==> src/rtl/regfile_rename_pkg.sv <==
// Shared types and build options for the register file / rename block.
// Build option: define REGFILE_COMMIT_BYPASS_EN to forward a same-cycle
// commit into the operand queries.
package regfile_rename_pkg;

  // Default widths shared with the ROB and dispatch blocks.
  localparam int DATA_BUS_W = 32;  // DataBus
  localparam int REG_AW     = 5;   // RegBus
  localparam int ROB_BUS_W  = 4;   // ROBBus

  typedef logic [DATA_BUS_W-1:0] data_bus_t;
  typedef logic [REG_AW-1:0]     reg_bus_t;
  typedef logic [ROB_BUS_W-1:0]  rob_bus_t;

`ifdef REGFILE_COMMIT_BYPASS_EN
  // A commit in flight is visible to queries in the same cycle.
  localparam bit COMMIT_BYPASS_EN = 1'b1;
`else
  // Queries see a commit only after it has been written.
  localparam bit COMMIT_BYPASS_EN = 1'b0;
`endif

endpackage

==> src/rtl/regfile_rename_if.sv <==
// Dispatch / ROB-commit bus of the register file: two operand queries,
// one rename request and one commit write.
interface regfile_rename_if
  import regfile_rename_pkg::*;
#(
  parameter int DATA_W = DATA_BUS_W,
  parameter int ROB_W  = ROB_BUS_W
) ();

  // Operand query 1
  logic              rs1_S;
  reg_bus_t          rs1;
  logic              rs1_busy;
  logic [ROB_W-1:0]  rs1_Reorder;
  logic [DATA_W-1:0] rs1_value;

  // Operand query 2
  logic              rs2_S;
  reg_bus_t          rs2;
  logic              rs2_busy;
  logic [ROB_W-1:0]  rs2_Reorder;
  logic [DATA_W-1:0] rs2_value;

  // Rename request from dispatch
  logic              Dispatch_S;
  reg_bus_t          Dispatch_rd;
  logic [ROB_W-1:0]  Dispatch_Reorder;

  // Commit write from the ROB
  logic              Reg_write_S;
  reg_bus_t          Reg_rd;
  logic [ROB_W-1:0]  Reg_Reorder;
  logic [DATA_W-1:0] Reg_result;

  // Dispatch/ROB side
  modport master (
    output rs1_S, rs1, rs2_S, rs2,
    output Dispatch_S, Dispatch_rd, Dispatch_Reorder,
    output Reg_write_S, Reg_rd, Reg_Reorder, Reg_result,
    input  rs1_busy, rs1_Reorder, rs1_value,
    input  rs2_busy, rs2_Reorder, rs2_value
  );

  // Register file side
  modport slave (
    input  rs1_S, rs1, rs2_S, rs2,
    input  Dispatch_S, Dispatch_rd, Dispatch_Reorder,
    input  Reg_write_S, Reg_rd, Reg_Reorder, Reg_result,
    output rs1_busy, rs1_Reorder, rs1_value,
    output rs2_busy, rs2_Reorder, rs2_value
  );

endinterface

==> src/rtl/regfile_read_port.sv <==
// One combinational operand query port: selects busy/tag/value for an
// index and, when REGFILE_COMMIT_BYPASS_EN is defined, forwards a matching
// same-cycle commit.
module regfile_read_port
  import regfile_rename_pkg::*;
#(
  parameter int REG_NUM = 32,
  parameter int DATA_W  = DATA_BUS_W,
  parameter int ROB_W   = ROB_BUS_W
) (
  input  logic              rdy,
  input  logic              query_s,
  input  reg_bus_t          query_idx,
  input  logic [REG_NUM-1:0] busy_vec,
  input  logic [ROB_W-1:0]  tag_arr   [REG_NUM],
  input  logic [DATA_W-1:0] value_arr [REG_NUM],
  input  logic              commit_s,
  input  reg_bus_t          commit_rd,
  input  logic [ROB_W-1:0]  commit_tag,
  input  logic [DATA_W-1:0] commit_result,
  output logic              busy,
  output logic [ROB_W-1:0]  reorder,
  output logic [DATA_W-1:0] value
);

  logic bypass_hit;

  // A commit only forwards when it will actually retire the pending rename
  // this cycle (clock enabled, same register, still busy, same tag).
  always_comb begin
    bypass_hit = COMMIT_BYPASS_EN && rdy && commit_s &&
                 (commit_rd == query_idx) && (query_idx != '0) &&
                 busy_vec[query_idx] && (tag_arr[query_idx] == commit_tag);
  end

  // Query mux; an invalid query or x0 reads as not-busy zero.
  always_comb begin
    busy    = 1'b0;
    reorder = '0;
    value   = '0;
    if (query_s) begin
      reorder = tag_arr[query_idx];
      if (query_idx != '0) begin
        busy  = busy_vec[query_idx];
        value = value_arr[query_idx];
        if (bypass_hit) begin
          busy  = 1'b0;
          value = commit_result;
        end
      end
    end
  end

endmodule

==> src/rtl/regfile_rename.sv <==
// Architectural register file with per-register rename tags. Commit writes
// come from the ROB, rename requests from dispatch, and a ROB flush (clr)
// drops every outstanding rename.
// Build option: REGFILE_COMMIT_BYPASS_EN (see regfile_read_port).
module regfile_rename
  import regfile_rename_pkg::*;
#(
  parameter int REG_NUM = 32,
  parameter int DATA_W  = DATA_BUS_W,
  parameter int ROB_W   = ROB_BUS_W
) (
  input  logic              clk,
  input  logic              rst,
  input  logic              rdy,
  input  logic              clr,
  regfile_rename_if.slave   bus
);

  logic [REG_NUM-1:0] busy_vec;
  logic [ROB_W-1:0]   tag_arr   [REG_NUM];
  logic [DATA_W-1:0]  value_arr [REG_NUM];

  genvar gi;
  generate
    for (gi = 0; gi < REG_NUM; gi++) begin : g_reg
      if (gi == 0) begin : g_zero
        // x0 is hardwired zero and never renamed.
        assign busy_vec[gi]  = 1'b0;
        assign tag_arr[gi]   = '0;
        assign value_arr[gi] = '0;
      end else begin : g_live
        logic              busy_reg;
        logic [ROB_W-1:0]  tag_reg;
        logic [DATA_W-1:0] value_reg;
        logic              commit_hit;
        logic              rename_hit;

        assign commit_hit = bus.Reg_write_S && (bus.Reg_rd == REG_AW'(gi));
        assign rename_hit = bus.Dispatch_S && (bus.Dispatch_rd == REG_AW'(gi));

        // Commit writes the value; flush beats rename, rename beats the
        // busy-clear, and only the matching tag may clear busy.
        always_ff @(posedge clk or posedge rst) begin
          if (rst) begin
            busy_reg  <= 1'b0;
            tag_reg   <= '0;
            value_reg <= '0;
          end else if (rdy) begin
            if (commit_hit) begin
              value_reg <= bus.Reg_result;
            end
            if (clr) begin
              busy_reg <= 1'b0;
            end else if (rename_hit) begin
              busy_reg <= 1'b1;
              tag_reg  <= bus.Dispatch_Reorder;
            end else if (commit_hit && busy_reg && (tag_reg == bus.Reg_Reorder)) begin
              busy_reg <= 1'b0;
            end
          end
        end

        assign busy_vec[gi]  = busy_reg;
        assign tag_arr[gi]   = tag_reg;
        assign value_arr[gi] = value_reg;
      end
    end
  endgenerate

  regfile_read_port #(
    .REG_NUM (REG_NUM),
    .DATA_W  (DATA_W),
    .ROB_W   (ROB_W)
  ) u_rs1_port (
    .rdy           (rdy),
    .query_s       (bus.rs1_S),
    .query_idx     (bus.rs1),
    .busy_vec      (busy_vec),
    .tag_arr       (tag_arr),
    .value_arr     (value_arr),
    .commit_s      (bus.Reg_write_S),
    .commit_rd     (bus.Reg_rd),
    .commit_tag    (bus.Reg_Reorder),
    .commit_result (bus.Reg_result),
    .busy          (bus.rs1_busy),
    .reorder       (bus.rs1_Reorder),
    .value         (bus.rs1_value)
  );

  regfile_read_port #(
    .REG_NUM (REG_NUM),
    .DATA_W  (DATA_W),
    .ROB_W   (ROB_W)
  ) u_rs2_port (
    .rdy           (rdy),
    .query_s       (bus.rs2_S),
    .query_idx     (bus.rs2),
    .busy_vec      (busy_vec),
    .tag_arr       (tag_arr),
    .value_arr     (value_arr),
    .commit_s      (bus.Reg_write_S),
    .commit_rd     (bus.Reg_rd),
    .commit_tag    (bus.Reg_Reorder),
    .commit_result (bus.Reg_result),
    .busy          (bus.rs2_busy),
    .reorder       (bus.rs2_Reorder),
    .value         (bus.rs2_value)
  );

endmodule

==> src/flat_wrapper.sv <==
// flat-port wrapper written by rule: the top's interface ports become plain ports
module regfile_rename_flat import regfile_rename_pkg::*;
#(
  parameter int REG_NUM = 32,
  parameter int DATA_W  = DATA_BUS_W,
  parameter int ROB_W   = ROB_BUS_W
)
  (clk, rst, rdy, clr, bus_rs1_S, bus_rs1, bus_rs2_S, bus_rs2, bus_Dispatch_S, bus_Dispatch_rd, bus_Dispatch_Reorder, bus_Reg_write_S, bus_Reg_rd, bus_Reg_Reorder, bus_Reg_result, bus_rs1_busy, bus_rs1_Reorder, bus_rs1_value, bus_rs2_busy, bus_rs2_Reorder, bus_rs2_value);
  regfile_rename_if #(.DATA_W(DATA_W), .ROB_W(ROB_W)) bus_i ();
  input  logic clk;
  input  logic rst;
  input  logic rdy;
  input  logic clr;
  input wire logic [$bits(bus_i.rs1_S)-1:0] bus_rs1_S;
  input wire logic [$bits(bus_i.rs1)-1:0] bus_rs1;
  input wire logic [$bits(bus_i.rs2_S)-1:0] bus_rs2_S;
  input wire logic [$bits(bus_i.rs2)-1:0] bus_rs2;
  input wire logic [$bits(bus_i.Dispatch_S)-1:0] bus_Dispatch_S;
  input wire logic [$bits(bus_i.Dispatch_rd)-1:0] bus_Dispatch_rd;
  input wire logic [$bits(bus_i.Dispatch_Reorder)-1:0] bus_Dispatch_Reorder;
  input wire logic [$bits(bus_i.Reg_write_S)-1:0] bus_Reg_write_S;
  input wire logic [$bits(bus_i.Reg_rd)-1:0] bus_Reg_rd;
  input wire logic [$bits(bus_i.Reg_Reorder)-1:0] bus_Reg_Reorder;
  input wire logic [$bits(bus_i.Reg_result)-1:0] bus_Reg_result;
  output wire logic [$bits(bus_i.rs1_busy)-1:0] bus_rs1_busy;
  output wire logic [$bits(bus_i.rs1_Reorder)-1:0] bus_rs1_Reorder;
  output wire logic [$bits(bus_i.rs1_value)-1:0] bus_rs1_value;
  output wire logic [$bits(bus_i.rs2_busy)-1:0] bus_rs2_busy;
  output wire logic [$bits(bus_i.rs2_Reorder)-1:0] bus_rs2_Reorder;
  output wire logic [$bits(bus_i.rs2_value)-1:0] bus_rs2_value;
  assign bus_i.rs1_S = bus_rs1_S;
  assign bus_i.rs1 = bus_rs1;
  assign bus_i.rs2_S = bus_rs2_S;
  assign bus_i.rs2 = bus_rs2;
  assign bus_i.Dispatch_S = bus_Dispatch_S;
  assign bus_i.Dispatch_rd = bus_Dispatch_rd;
  assign bus_i.Dispatch_Reorder = bus_Dispatch_Reorder;
  assign bus_i.Reg_write_S = bus_Reg_write_S;
  assign bus_i.Reg_rd = bus_Reg_rd;
  assign bus_i.Reg_Reorder = bus_Reg_Reorder;
  assign bus_i.Reg_result = bus_Reg_result;
  assign bus_rs1_busy = bus_i.rs1_busy;
  assign bus_rs1_Reorder = bus_i.rs1_Reorder;
  assign bus_rs1_value = bus_i.rs1_value;
  assign bus_rs2_busy = bus_i.rs2_busy;
  assign bus_rs2_Reorder = bus_i.rs2_Reorder;
  assign bus_rs2_value = bus_i.rs2_value;
  regfile_rename #(.REG_NUM(REG_NUM), .DATA_W(DATA_W), .ROB_W(ROB_W)) u_core (.clk(clk), .rst(rst), .rdy(rdy), .clr(clr), .bus(bus_i));
endmodule
==> config.mk <==
export PLATFORM = sky130hd
export DESIGN_NAME = regfile_rename_flat
export DESIGN_NICKNAME = d
export VERILOG_FILES = /design/src/rtl/regfile_rename_pkg.sv /design/src/rtl/regfile_rename_if.sv /design/src/rtl/regfile_read_port.sv /design/src/rtl/regfile_rename.sv /design/src/flat_wrapper.sv
export SDC_FILE = /design/constraint.sdc
export NUM_CORES = 2
export LEC_CHECK = 0
export BUFFER_PORTS_ARGS = -buffer_cell sky130_fd_sc_hd__buf_2
export CAP_MARGIN = 10
export CELL_PAD_IN_SITES_DETAIL_PLACEMENT = 1
export CELL_PAD_IN_SITES_GLOBAL_PLACEMENT = 2
export CORE_MARGIN = 2
export CORE_UTILIZATION = 43
export CTS_CLUSTER_SIZE = 24
export DETAILED_ROUTE_END_ITERATION = 16
export PLACE_DENSITY_LB_ADDON = 0.08
export SLEW_MARGIN = 30
export SYNTH_ARGS = -nofsm -noshare
export SYNTH_HDL_FRONTEND = slang
export SYNTH_SLANG_ARGS = --single-unit
==> constraint.sdc <==
create_clock -name clk -period 42.1 [get_ports clk]
set_input_delay 8.42 -clock clk [delete_from_list [all_inputs] [get_ports clk]]
set_output_delay 8.42 -clock clk [all_outputs]
set_load 0.01 [all_outputs]
### After elaboration in Yosys (flattened, before gate mapping)

Cells that the tools add are included.

| operators by class | value |
|---|---|
| $lt $le $gt $ge | 4 |
| eq/ne operators | 93 |
| muxes and demuxes | 119 |
| bitwise gates (word level) | 3 |
| reduce and logical (&&, ||, !) cells | 250 |

Operators with widths:

| operator | count |
|---|---|
| 32-bit binary-select mux with 5-bit select | 2 |
| 32-bit two-way mux | 8 |
| 5-bit == test, second input constant | 32 |
| 4-bit == test | 31 |
| 1-bit logical AND | 124 |
| 2-bit AND reduction | 62 |
| 1-bit two-way mux | 99 |
| 3-bit AND reduction | 31 |
| 3-bit nonzero test | 31 |
| 5-bit by 4-bit == test with 1-bit output, second input constant | 16 |
| 4-bit binary-select mux with 5-bit select | 2 |
| 5-bit by 3-bit == test with 1-bit output, second input constant | 8 |
| 4-bit two-way mux | 6 |
| 5-bit by 2-bit == test with 1-bit output, second input constant | 4 |
| 6-bit >= comparator, second input constant | 2 |
| 5-bit by 6-bit < comparator with 1-bit output, second input constant | 2 |
| 5-bit inverter with 6-bit output | 2 |
| 1-bit binary-select mux with 5-bit select | 2 |
| 5-bit by 1-bit == test with 1-bit output, second input constant | 2 |
| 5-bit nonzero test | 2 |
| 1-bit inverter | 1 |

| word-level totals | value |
|---|---|
| register bits | 1,147 |
| input bits | 68 |
| output and inout port bits | 74 |
| word-level logic and storage cells | 562 |

### Logic depth before layout (Yosys ltp)

| depth | value |
|---|---|
| depth after elaboration | 7 |
| gate-level depth with buffers | 10 |
| mapped depth without buffers | 5 |

### Modules after synthesis

A second synthesis with hierarchy kept.

| second synthesis, totals | value |
|---|---|
| cell total of the unflattened synthesis | 4,133 |
| area total of the unflattened synthesis | 63,916.3 sq um |

Modules (own cells, without submodules):

| module | times used | cells each | area each (sq um) | seq. area each (sq um) |
|---|---|---|---|---|
| regfile_rename | 1 | 2,847 | 44,777.9 | 28,702.5 |
| regfile_read_port | 2 | 643 | 9,569.2 | 0.0 |

### Worst setup path before layout

Ideal clock, no wire load.

| path | value |
|---|---|
| path kind | input to output |
| from | input port bus_rs2[0] |
| to | output port bus_rs2_value[12] |
| data arrival time | 10.123 ns |
| data required time | 33.680 ns |
| slack | 23.557 ns |
| stages on the path | 7 |
| path buffers | 3 |
| cells stage by stage | buf_2 > buf_2 > buf_2 > mux4_2 > mux2_2 > a211oi_1 > nor3_1 |

| on the way | value |
|---|---|
| word-level cells in the longest chain between the ends | 6 |
| elaborated cells on any way between the ends | 7 |
| those cells by class | 5 x mux; 1 x bitwise; 1 x reduce/logical |

Ends and longest elaborated chain:

| item | line | RTL |
|---|---|---|
| from (decl) | flat_wrapper.sv:17 | `input wire logic [$bits(bus_i.rs2)-1:0] bus_rs2;` |
| 5-bit inverter with 6-bit output (not written as such) | regfile_read_port.sv:45 | `value = value_arr[query_idx];` |
| 32-bit binary-select mux with 5-bit select | regfile_read_port.sv:45 |  |
| 32-bit two-way mux (not written as such) (2 in a row) | regfile_read_port.sv:45 |  |
| 32-bit two-way mux (*) | regfile_read_port.sv:43 | `if (query_idx != '0) begin` |
| 32-bit two-way mux (*) | regfile_read_port.sv:41 | `if (query_s) begin` |
| to (decl) | flat_wrapper.sv:30 | `output wire logic [$bits(bus_i.rs2_value)-1:0] bus_rs2_value;` |

Every way passes the cells marked *; elsewhere a longest branch is shown, timed or not. The select of a mux whose other input is x is not followed.

### Final worst setup path

| path | value |
|---|---|
| from | input port bus_rs1[1] |
| to | output port bus_rs1_value[12] |

| on the way | value |
|---|---|
| word-level cells in the longest chain between the ends | 6 |
| elaborated cells on any way between the ends | 7 |
| those cells by class | 5 x mux; 1 x bitwise; 1 x reduce/logical |

Ends and longest elaborated chain:

| item | line | RTL |
|---|---|---|
| from (decl) | flat_wrapper.sv:15 | `input wire logic [$bits(bus_i.rs1)-1:0] bus_rs1;` |
| 5-bit inverter with 6-bit output (not written as such) | regfile_read_port.sv:45 |  |
| 32-bit binary-select mux with 5-bit select | regfile_read_port.sv:45 |  |
| 32-bit two-way mux (not written as such) (2 in a row) | regfile_read_port.sv:45 |  |
| 32-bit two-way mux (*) | regfile_read_port.sv:43 |  |
| 32-bit two-way mux (*) | regfile_read_port.sv:41 |  |
| to (decl) | flat_wrapper.sv:27 | `output wire logic [$bits(bus_i.rs1_value)-1:0] bus_rs1_value;` |

Marks and branches as above.

==> results_dict.tcl <==
set metrics [dict create \
    setup_tns_ps 0 \
    swShare_pct 26.8 \
    grt_max_degree 167 \
    largest_reg_flops 992 \
    dp_cells 5986 \
    postCtsSetupBuffers 0 \
    die_y_um 388 \
    synth_edf_count 0 \
    first_global_vias 43500 \
    cts_tree "yes" \
    yosys.area_share.xor_xnor_pct 1.72 \
    yosys_warnings 0 \
    ios 142 \
    setup_violations 0 \
    hold_viol 0 \
    fmax_mhz 47.0 \
    tightest_slew_ps 1020 \
    end_kind "primary output" \
    syn-cell-area_mm2 0.0633 \
    synth_cells 4270 \
    die_area_mm2 0.150 \
    yosysTopAreaCell "dfrtp_1" \
    cts-hold-fix-buffers 0 \
    instances_no_fill 6234 \
    pwr-share-seq_pct 43.5 \
    r2r-start "u_core.g_reg[12].g_live.tag_reg[2]" \
    cts.sinks 1147 \
    initial_utilization_pct 43.4 \
    synthTopCellsByArea "dfrtp_1 45%, mux2_2 22%, mux4_2 20%" \
    synth_top_area_share_pct 45.3 \
    grt_pass1_wl_um 326000 \
    outcome "finished, final reports clean" \
    dr_total_vias 40300 \
    cts.htree.levels 4 \
    routed_via_density 6.46 \
    start_kind "input port" \
    placementRows 140 \
    synth_top_family_by_area "multiplexers" \
    clkTransAtPathRegs_ps 60 \
    ys_types 54 \
    worstPathRequired_ps 33680 \
    drt_first_pass_iters 5 \
    crit_path_max_fanout 51 \
    rsz0062_at_grt "no" \
    cts.repair.resized 0 \
    power.switching_mw 0.832 \
    synth_fp_nets 4338 \
    root_buffer "clkbuf_16" \
    setup.worst_path.start "bus_rs1[1]" \
    port_buffers 141 \
    area_growth_pct 11.1 \
    hp-start "u_core.g_reg[6].g_live.value_reg[17]" \
    dpl.hpwl_um 130000 \
    fin_nets 4281 \
    p_comb_share_pct 16.6 \
    p_per_area_mw_per_mm2 44.0 \
    synth_adder_area_share_pct 0 \
    coreArea_mm2 0.146 \
    grt_util_all_layers_pct 29.9 \
    skew_ps 10.2 \
    postRouteAntennaNets 0 \
    fin_crit_ps 21280 \
    synth.avg_cell_area_um2 14.8 \
    synth_compound_gate_area_share_pct 3.05 \
    ys_ff_latch 1147 \
    routed_wl_um 222000 \
    worstPathArrival_ps 12860 \
    p_leak_nw 31.1 \
    die_w_um 388 \
    overflow 0 \
    synthArstFlopShare_pct 100 \
    relSlewSlack_pct 31.7 \
    synthFlopType "dfrtp_1" \
    cts_buffers 140 \
    period_share_pct 50.5 \
    gp_congestion 0.768 \
    max_cap_viol_count 0 \
    slew_viol_final 0 \
    drtIter0Drc 2783 \
    worstSkewPairLatency_ps 770 \
    drc 0 \
    cts_buffer_depth 3 \
    wl_per_cell_um 35.6 \
    final_layout_size_suffix_gt1_share_pct 53.4 \
    ys_seq_area_share_pct 45.3 \
    pwr-share-clk_pct 39.9 \
    synthMuxAreaShare_pct 43.6 \
    antenna_found_initial 13 \
    synthSimpleGateAreaFrac_pct 3.05 \
    p_int_mw 2.27 \
    worstHoldPathType "reg2reg" \
    ir_drop_mv 0.0339 \
    critPathKind "in2out" \
]
==> cell families after synthesis <==
| logic type | Yosys count |
|---|---|
| compound gates | 258 |
| buf+inv | 455 |
| flops | 1147 |
| mux | 1894 |
| xor+xnor | 124 |
| simple gates | 392 |
==> power by group through the flow <==
stage               logic (mW)  clock network, mW  registers, mW
floorplan                0.398                  0           1.33
global placement         0.506                  0           1.36
detailed placement       0.516                  0           1.36
CTS                      0.518               1.26           1.35
global route             0.552               1.31           1.37
finish                   0.513               1.24           1.35
==> metal layers <==
layer,up-vias,share of wire [%],GRT usage [%]
li1,16300,-,-
met2,1106,48,48.0
met5,-,0.031,0
met3,327,5.2,5.16
met4,10,2.6,7.65
met1,22500,45,42.3
==> critical path: stages <==
cell and delay, ps:
buf_8 340, buf_4 670, buf_4 740, buf_4 860, mux2_2 410, a221oi_1 250
nor3_1 80, a211oi_1 460, nor3_1 190, buf_2 210
==> final cells by class <==
cell class | count | area [um2]
Tap cell | 1917 | 2400
Antenna cell | 2 | 5.00
Timing Repair Buffer | 251 | 1810
Clock inverter | 32 | 428
Fill cell | 14000 | 75500
Sequential cell | 1147 | 28700
Inverter | 5 | 28.8
Clock buffer | 212 | 4190
Multi-Input combinational cell | 2668 | 32800
==> cell usage after synthesis (all sizes together), types with 5 or more instances <==
library cell and count:
a2bb2oi 18, xnor2 24, a31o 14, nor2b 39
o21ai 14, xor2 100, nor2 88, o221ai 6
nor3 104, nor4 26, nand3 19, a221oi 32
mux2 1323, clkbuf 215, o22ai 28, mux2i 14
a211oi 61, a22oi 40, nand3b 5, dfrtp 1147
o211ai 7, nand2 80, a21oi 21, inv 5
mux4 557, nand4 6, nand2b 11, buf 235
==> final timing paths <==
kind | end | slack (ps) | depth (start not counted)
min | u_core.g_reg[6].g_live.value_reg[17] | 510 | 1
min in group asynchronous | u_core.g_reg[29].g_live.value_reg[10] | 7760 | 2
max | bus_rs1_value[12] | 20820 | 10
max reg2reg | u_core.g_reg[12].g_live.busy_reg | 40570 | 4
max in group asynchronous | u_core.g_reg[16].g_live.value_reg[23] | 30160 | 7
min reg2reg | u_core.g_reg[6].g_live.value_reg[17] | 510 | 1
==> cells in the final DEF (no fill, tap or decap), types with 35 or more instances in the layout <==
master	count
nor3_1	92
dfrtp_1	1147
clkbuf_16	147
mux2_1	90
nand2_1	74
mux2_2	1233
a211oi_1	61
buf_2	132
clkbuf_1	38
a22oi_1	40
buf_4	91
xor2_1	100
mux4_2	557
nor2_1	74
nor2b_1	35
==> per-stage QoR <==
step	util, %	worst slack, ps	total power [mW]	hold WS [ps]	area (um2)
after floorplan	-	1380	1.73	470	63300
after global placement	44.9	20820	1.86	480	65500
after detailed placement	45.0	20830	1.88	493	65700
after CTS	48.2	20800	3.13	507	70300
after global routing	48.2	20630	3.23	523	70400
final	48.2	20820	3.10	509	70400
Note: power is estimated with default switching activity, not from simulation.
